**src/rtl/serial_subtractor_if.sv**
```systemverilog
// Operand/result bundle for the bit-serial subtractor.
// The master drives the request and operands; the slave returns status and results.
interface serial_subtractor_if #(
  parameter int WIDTH = 8
);
  logic             start;
  logic [WIDTH-1:0] a;
  logic [WIDTH-1:0] b;
  logic             bin;
  logic             busy;
  logic             done;
  logic [WIDTH-1:0] diff;
  logic             bout;
  logic             ovf;

  modport master (
    output start, a, b, bin,
    input  busy, done, diff, bout, ovf
  );

  modport slave (
    input  start, a, b, bin,
    output busy, done, diff, bout, ovf
  );
endinterface

```
**src/rtl/serial_subtractor.sv**
```systemverilog
// Bit-serial subtractor: diff = a - b - bin, one bit per clock, LSB first.
// A single borrow flop ripples through WIDTH cycles. Results, borrow-out and
// signed overflow are registered and announced with a one-cycle done pulse.
module serial_subtractor #(
  parameter int WIDTH = 8
) (
  input logic               clk,
  input logic               rst,
  serial_subtractor_if.slave bus
);
  localparam int CNT_W = (WIDTH > 2) ? $clog2(WIDTH) : 1;

  typedef enum logic {IDLE, SHIFT} state_e;

  state_e           state_q, state_d;
  logic [WIDTH-1:0] a_q, a_d;
  logic [WIDTH-1:0] b_q, b_d;
  logic [WIDTH-1:0] res_q, res_d;
  logic [WIDTH-1:0] diff_q, diff_d;
  logic [CNT_W-1:0] cnt_q, cnt_d;
  logic             br_q, br_d;
  logic             bout_q, bout_d;
  logic             ovf_q, ovf_d;
  logic             done_q, done_d;

  logic             d_bit;
  logic             br_next;
  logic             last_bit;

  // One full-subtractor slice on the current LSBs and the borrow flop.
  always_comb begin
    d_bit    = a_q[0] ^ b_q[0] ^ br_q;
    br_next  = (~a_q[0] & b_q[0]) | (~(a_q[0] ^ b_q[0]) & br_q);
    last_bit = (cnt_q == CNT_W'(WIDTH - 1));
  end

  // Next-state and datapath control for the IDLE/SHIFT sequencer.
  always_comb begin
    // NOTE: every signal gets a default first so no path leaves it unassigned,
    // which would otherwise infer a latch.
    state_d = state_q;
    a_d     = a_q;
    b_d     = b_q;
    res_d   = res_q;
    diff_d  = diff_q;
    cnt_d   = cnt_q;
    br_d    = br_q;
    bout_d  = bout_q;
    ovf_d   = ovf_q;
    done_d  = 1'b0;

    case (state_q)
      IDLE: begin
        if (bus.start) begin
          a_d     = bus.a;
          b_d     = bus.b;
          br_d    = bus.bin;
          cnt_d   = '0;
          state_d = SHIFT;
        end
      end
      SHIFT: begin
        res_d = {d_bit, res_q[WIDTH-1:1]};
        a_d   = a_q >> 1;
        b_d   = b_q >> 1;
        br_d  = br_next;
        cnt_d = cnt_q + 1'b1;
        if (last_bit) begin
          diff_d  = {d_bit, res_q[WIDTH-1:1]};
          bout_d  = br_next;
          // Borrow into the MSB differs from borrow out of it only on overflow.
          ovf_d   = br_q ^ br_next;
          done_d  = 1'b1;
          state_d = IDLE;
        end
      end
      default: state_d = IDLE;
    endcase
  end

  // State and datapath registers; reset abandons any in-flight operation.
  always_ff @(posedge clk or posedge rst) begin
    if (rst) begin
      state_q <= IDLE;
      a_q     <= '0;
      b_q     <= '0;
      res_q   <= '0;
      diff_q  <= '0;
      cnt_q   <= '0;
      br_q    <= 1'b0;
      bout_q  <= 1'b0;
      ovf_q   <= 1'b0;
      done_q  <= 1'b0;
    end else begin
      // NOTE: non-blocking assignments so every register samples the
      // pre-edge values, independent of statement order.
      state_q <= state_d;
      a_q     <= a_d;
      b_q     <= b_d;
      res_q   <= res_d;
      diff_q  <= diff_d;
      cnt_q   <= cnt_d;
      br_q    <= br_d;
      bout_q  <= bout_d;
      ovf_q   <= ovf_d;
      done_q  <= done_d;
    end
  end

  assign bus.busy = (state_q == SHIFT);
  assign bus.done = done_q;
  assign bus.diff = diff_q;
  assign bus.bout = bout_q;
  assign bus.ovf  = ovf_q;

endmodule

```
**src/flat_wrapper.sv**
```systemverilog
// flat-port wrapper written by rule: the top's interface ports become plain ports
module serial_subtractor_flat 
#(
  parameter int WIDTH = 8
)
  (clk, rst, bus_start, bus_a, bus_b, bus_bin, bus_busy, bus_done, bus_diff, bus_bout, bus_ovf);
  serial_subtractor_if #(.WIDTH(WIDTH)) bus_i ();
  input logic clk;
  input logic rst;
  input wire logic [$bits(bus_i.start)-1:0] bus_start;
  input wire logic [$bits(bus_i.a)-1:0] bus_a;
  input wire logic [$bits(bus_i.b)-1:0] bus_b;
  input wire logic [$bits(bus_i.bin)-1:0] bus_bin;
  output wire logic [$bits(bus_i.busy)-1:0] bus_busy;
  output wire logic [$bits(bus_i.done)-1:0] bus_done;
  output wire logic [$bits(bus_i.diff)-1:0] bus_diff;
  output wire logic [$bits(bus_i.bout)-1:0] bus_bout;
  output wire logic [$bits(bus_i.ovf)-1:0] bus_ovf;
  assign bus_i.start = bus_start;
  assign bus_i.a = bus_a;
  assign bus_i.b = bus_b;
  assign bus_i.bin = bus_bin;
  assign bus_busy = bus_i.busy;
  assign bus_done = bus_i.done;
  assign bus_diff = bus_i.diff;
  assign bus_bout = bus_i.bout;
  assign bus_ovf = bus_i.ovf;
  serial_subtractor #(.WIDTH(WIDTH)) u_core (.clk(clk), .rst(rst), .bus(bus_i));
endmodule
```
**config.mk**
```make
export PLATFORM = sky130hd
export DESIGN_NAME = serial_subtractor_flat
export DESIGN_NICKNAME = d
export VERILOG_FILES = /design/src/rtl/serial_subtractor_if.sv /design/src/rtl/serial_subtractor.sv /design/src/flat_wrapper.sv
export SDC_FILE = /design/constraint.sdc
export NUM_CORES = 1
export LEC_CHECK = 0
export CAP_MARGIN = 20
export CELL_PAD_IN_SITES_DETAIL_PLACEMENT = 1
export CELL_PAD_IN_SITES_GLOBAL_PLACEMENT = 2
export CORE_UTILIZATION = 25
export CTS_CLUSTER_SIZE = 30
export DETAILED_ROUTE_END_ITERATION = 8
export PLACE_DENSITY = 0.68
export SYNTH_ARGS = -nofsm -noshare
export SYNTH_HDL_FRONTEND = slang
export SYNTH_SLANG_ARGS = --single-unit
export TNS_END_PERCENT = 50
```
**constraint.sdc**
```tcl
create_clock -name clk -period 1.67 [get_ports clk]
set_input_delay 0.167 -clock clk [delete_from_list [all_inputs] [get_ports clk]]
set_output_delay 0.167 -clock clk [all_outputs]
set_load 0.005 [all_outputs]
```
==> flow_metrics.tcl, run 1 <==
set metrics [dict create \
    cts_tree "yes" \
    rsz0062_at_grt "no" \
    crit_buf_inv 0 \
    rows 29 \
    setup_viol 0 \
    grt_pass1_vias 1177 \
    powerDensity_nw_per_um2 1730 \
    synth.area.mux_share_pct 24.1 \
    hold_buffers 0 \
    synthAdderAreaFrac_pct 2.64 \
    slew-limit-headroom_pct 66.3 \
    slowest_delay_ns 0.39 \
    synthDistinctLibCells 19 \
    min_period_ns 1.48 \
    cts.htree.levels 2 \
    cts-root-buf "clkbuf_8" \
    die-width_um 84.7 \
    crit_path_max_fanout 11 \
    seq_area_um2 976 \
    antenna_found_initial 0 \
    drc 0 \
    utilization_pct 33.6 \
    fmax_mhz 674 \
    pre_cts_ws_ns 0.177 \
    syn_area_per_cell_um2 13.2 \
    start_util_pct 26.4 \
    synth_warnings 0 \
    mostFrequentLayoutCells "dfrtp_1, clkdlybuf4s50_1, mux2i_1, nand2_1, o21ai_0" \
    finalNetCount 186 \
    end_kind "flip-flop" \
    crit_start "u_core.cnt_q[0]" \
    cts_made_buffers 5 \
    p_leak_nw 1.02 \
    crit_type "flip-flop to flip-flop" \
    final.period_utilization_pct 88.9 \
    core-area_um2 6460 \
    fin_setup_tns_ns 0 \
    layout_commonest_cell "dfrtp_1" \
    gp_congestion 0.706 \
    postCtsSetupRepairBufs 0 \
    dp_hpwl_mm 2.19 \
    critPathSlowestCell "dfrtp_1" \
    total_power_mw 3.75 \
    nFillCells 701 \
    clkLatencyLatePin_ns 0.28 \
    cp.arrival_ns 1.66 \
    clock-sinks 39 \
    fin_worst_skew_ns 0.00318 \
    num_antenna_cells 0 \
    synth_fp_nets 152 \
    drv_slew 0 \
    yosys_register_bits 39 \
    async_reset_ff_share_pct 100 \
    die_h_um 84.7 \
    vias 1038 \
    synth_top_family_by_area "multiplexers" \
    synth_compound_area_share_pct 5.20 \
    fp.dieArea_um2 7170 \
    finalHoldViolations 0 \
    drt.antenna.violating_nets 0 \
    grt_max_degree 40 \
    critical-path-top-delay-family "adder cells" \
    pin_count 32 \
    critPathRequiredTime_ns 1.84 \
    crit_chain "ha_1, ha_1, nand2_4, mux2_2" \
    grt.overflow.total 0 \
    cp-start-kind "flip-flop" \
    dr.pass1.iters 5 \
    hold_ws_ns 0.314 \
    cts.path.max_buffers 2 \
    stdcell_count 240 \
    r2r-start "u_core.cnt_q[0]" \
    first_iter_violations 59 \
    cts_resized 0 \
    ir_worst_vdd_uv 408 \
    synth-seq-area-share_pct 57.1 \
    wl_per_cell_um 13.0 \
    grt_first_pass_wirelength_mm 5.72 \
    status "completed" \
    synthXorXnorAreaFrac_pct 0.513 \
    tightest_slew_ns 0.505 \
    yosys.area_share.simple_pct 4.98 \
    placed_cells 233 \
    final.setup.worst_slack_ns 0.186 \
    synth-edff-count 0 \
    synth_top_flop_cell "dfrtp_1" \
    multi_input_area_um2 639 \
    syn2layout_area_growth_pct 27.1 \
    stdcell_area_um2 2170 \
    dpl_cell_area_um2 2080 \
    routed_wl_mm 3.13 \
    drv_cap 0 \
    via_per_inst 4.33 \
    worst_path_most_repeated_cell "ha_1" \
    hp-class "primary input to async pin" \
    syn-cell-area_um2 1710 \
    io_buffers 31 \
    syn_inst 129 \
    cts.clk_slew.worst_paths_ns 0.07 \
    layout-drive-gt1-share_pct 17.8 \
    grt.total_usage_pct 10.2 \
]
[layout make-up]
type | instances | share of cell area (%)
repair buffers | 35 | 16.3
flip-flops and latches | 39 | 45.0
inverters | 5 | 0.865
well taps | 77 | 4.44
clock buffers | 6 | 3.80
multi-input cells | 77 | 29.5
clock inverters | 1 | 0.231
[registers in the layout, indices dropped and copies added (netlist names)]
register,count
u_core.a_q,8
u_core.bus.ovf,1
u_core.cnt_q,3
u_core.res_q,7
u_core.bus.busy,1
u_core.bus.diff,8
u_core.br_q,1
u_core.bus.done,1
u_core.b_q,8
u_core.bus.bout,1
[worst register-to-register path: cells and delay by family, from the launching register on]
| family | cells | cell delay [ns] |
|---|---|---|
| adder cells (fa/ha/maj) | 2 | 0.43 |
| AND/OR/NAND/NOR | 1 | 0.20 |
| flip-flops | 1 | 0.39 |
| multiplexers | 1 | 0.36 |
[power by group]
group / total (mW) / switching [mW] / internal (mW) / leakage (nW)
Clock: 0.635 / 0.311 / 0.324 / 0.0470
Combinational: 1.48 / 0.568 / 0.907 / 0.482
Sequential: 1.64 / 0.262 / 1.38 / 0.487
Total: 3.75 / 1.14 / 2.61 / 1.02
[kinds of logic (layout without fill, tap and decap cells)]
family,count (synthesis),after routing
AO/OA/AOI/OAI,17,17
XOR/XNOR,1,1
adder cells (fa/ha/maj),3,3
buffers and inverters,13,47
flip-flops,39,39
multiplexers,36,36
AND/OR/NAND/NOR,20,20
[synth_stat cells (2+ instances only)]
library cell	count	share of area, %
dfrtp_1	39	57
mux2i_1	19	11
nand2_1	15	3.3
o21ai_0	15	4.4
mux2_2	9	5.9
mux2_4	8	7.0
inv_1	5	1.1
buf_6	4	2.6
nor2_1	3	0.66
buf_2	2	0.59
ha_1	2	1.5
[layer usage]
| metal | vias up | share of wire (%) | wire length, um | GRT usage, % |
|---|---|---|---|---|
| met5 | - | 0 | 0 | 0 |
| met4 | 0 | 0.61 | 19 | 3.24 |
| met3 | 2 | 4.8 | 149 | 4.42 |
| met2 | 24 | 49 | 1540 | 16.3 |
| met1 | 510 | 45 | 1420 | 12.5 |
| li1 | 502 | - | - | - |
[path summary, 6_finish.rpt]
path                       slack, ns            endpoint  cells after the start
max                             0.19  u_core.bus.diff[1]                      4
min                             0.31      u_core.bus.ovf                      3
max reg2reg                     0.19  u_core.bus.diff[1]                      4
min reg2reg                     0.49       u_core.b_q[3]                      2
max in group asynchronous       1.01       u_core.a_q[7]                      3
min in group clk                0.49       u_core.b_q[3]                      2
No activity file was read; power rests on OpenSTA's default activity.
==> run 2, diff against run 1 <==
--- a/config.mk
+++ b/config.mk
@@ -11,6 +11,7 @@
 export CORE_UTILIZATION = 25
 export CTS_CLUSTER_SIZE = 30
 export DETAILED_ROUTE_END_ITERATION = 8
+export MAX_ROUTING_LAYER = met4
 export PLACE_DENSITY = 0.68
 export SYNTH_ARGS = -nofsm -noshare
 export SYNTH_HDL_FRONTEND = slang
==> run 2 against run 1 <==
  * Via count rose by 0.19%
  * Worst setup slack better by 0.0029 ns
  * Final cell count unchanged
  * Global-route usage increased by 0.23 points
  * Utilization is the same
  * Sequential cell count stayed put
  * Maximum frequency grew 0.19%
  * Wire length unchanged
  * Combinational power is essentially flat
  * Cell area unchanged
  * Clock-buffer cell count is the same
  * Power hardly changed
  * Critical path type unchanged
  * Highest routed layer unchanged
==> flow_metrics.tcl, run 2 (synthesis results as in run 1) <==
set metrics [dict create \
    ff2ff_setup_slack_ns 0.19 \
    clkPwrFrac_pct 16.9 \
    die_h_um 84.7 \
    core-area_um2 6460 \
    min_period_ns 1.48 \
    grt_max_degree 40 \
    reg2regPathDepth 4 \
    mostFrequentLayoutCells "dfrtp_1, clkdlybuf4s50_1, mux2i_1, nand2_1, o21ai_0" \
    slew-limit-headroom_pct 66.2 \
    io_buffers 31 \
    fmax_mhz 675 \
    fin_worst_skew_ns 0.00344 \
    cts_resized 0 \
    finalHoldViolations 0 \
    gp_congestion 0.714 \
    num_antenna_cells 0 \
    setup_viol 0 \
    sequentialPowerShare_pct 43.8 \
    start_util_pct 26.4 \
    drt.antenna.violating_nets 0 \
    syn2layout_area_growth_pct 27.1 \
    cts_made_buffers 5 \
    top_layer_used "met4" \
    status "completed" \
    swShare_pct 30.4 \
    fp.dieArea_um2 7170 \
    worst_r2r_endpoint "u_core.bus.diff[1]" \
    grt.total_usage_pct 10.4 \
    hp-class "primary input to async pin" \
    antenna_found_initial 0 \
    powerDensity_nw_per_um2 1730 \
    end_kind "flip-flop" \
    layout-drive-gt1-share_pct 17.8 \
    crit_type "flip-flop to flip-flop" \
    rows 29 \
    wl_met2_mm 1.51 \
    crit_path_max_fanout 11 \
    cts.clk_slew.worst_paths_ns 0.07 \
    wirelength_met1_mm 1.45 \
    clock-sinks 39 \
    vias 1040 \
    wl_per_cell_um 13.0 \
    postCtsSetupRepairBufs 0 \
    pwr-share-comb_pct 39.3 \
    die-width_um 84.7 \
    final.period_utilization_pct 88.7 \
    pin_count 32 \
    dp_hpwl_mm 2.19 \
    r2r-start "u_core.cnt_q[0]" \
    grt_pass1_vias 1181 \
    cp-start-kind "flip-flop" \
    seq_area_um2 976 \
    clkLatencyLatePin_ns 0.28 \
    critPathRequiredTime_ns 1.84 \
    routed_wl_mm 3.13 \
    ir_worst_vdd_uv 407 \
    cts_tree "yes" \
    nFillCells 701 \
    drv_cap 0 \
    tightest_slew_ns 0.507 \
    dr.pass1.iters 6 \
    fin_setup_tns_ns 0 \
    cts.path.max_buffers 2 \
    intPower_mw 2.61 \
    cp.arrival_ns 1.65 \
    rsz0062_at_grt "no" \
    wl_met3_um 135 \
    drv_slew 0 \
    grt_first_pass_wirelength_mm 5.69 \
    drc 0 \
    power.switching_mw 1.14 \
    hold_ws_ns 0.313 \
    cts-root-buf "clkbuf_8" \
    grt.overflow.total 0 \
    first_iter_violations 60 \
    cts.htree.levels 2 \
    finalNetCount 186 \
    multi_input_area_um2 639 \
    layout_commonest_cell "dfrtp_1" \
    via_per_inst 4.33 \
    p_leak_nw 1.02 \
    hold_buffers 0 \
]
==> run 2: cell counts in the layout (fill, tap and decap cells not counted) <==
No cell type changed its count.
==> run 2: worst max-delay path, cell delays in order (launching register included) <==
cell and delay, ns:
dfrtp_1 0.39, ha_1 0.21, ha_1 0.22, nand2_4 0.20, mux2_2 0.36
==> run 2: routing by layer <==
layer / vias up / track usage (%)
li1: 502 / -
met1: 507 / 12.6
met2: 27 / 16.3
met3: 4 / 3.15
met4: 0 / 4.16
met5: - / -
==> run 2: layout make-up <==
class	count	share of cell area, %
Clock buffer	6	3.80
Clock inverter	1	0.231
Inverter	5	0.865
Multi-Input combinational cell	77	29.5
Sequential cell	39	45.0
Tap cell	77	4.44
Timing Repair Buffer	35	16.3
==> run 2: per-stage QoR <==
stage / instances / cell area (um^2) / util [%] / setup WS (ns) / total power [mW]
finish: 240 / 2170 / 33.6 / 0.188 / 3.75
CTS: 240 / 2170 / 33.6 / 0.168 / 3.84
global route: 240 / 2170 / 33.6 / 0.116 / 4.07
detailed placement: 233 / 2080 / 32.3 / 0.177 / 3.18
global placement: 233 / 2080 / 32.3 / 0.234 / 3.07
floorplan: 129 / 1710 / - / 0.256 / 2.64
==> run 2: power groups by stage <==
| stage | registers [mW] | clock network [mW] | logic, mW |
|---|---|---|---|
| after global routing | 1.72 | 0.709 | 1.64 |
| final | 1.64 | 0.635 | 1.47 |
| after detailed placement | 1.67 | 0 | 1.51 |
| after floorplan | 1.60 | 0 | 1.04 |
| after global placement | 1.64 | 0 | 1.43 |
| after CTS | 1.66 | 0.668 | 1.51 |
==> run 2: worst max-delay path by stage <==
stage                          to            start  cells after the start  slack (ns)
2_1_floorplan  u_core.bus.diff[0]  u_core.cnt_q[0]                      5        0.26
5_1_grt        u_core.bus.diff[1]  u_core.cnt_q[0]                      4        0.12
3_5_place_dp   u_core.bus.diff[1]  u_core.cnt_q[0]                      4        0.18
4_1_cts        u_core.bus.diff[1]  u_core.cnt_q[0]                      4        0.17
3_3_place_gp   u_core.bus.diff[1]  u_core.cnt_q[0]                      4        0.23
6_report       u_core.bus.diff[1]  u_core.cnt_q[0]                      4        0.19
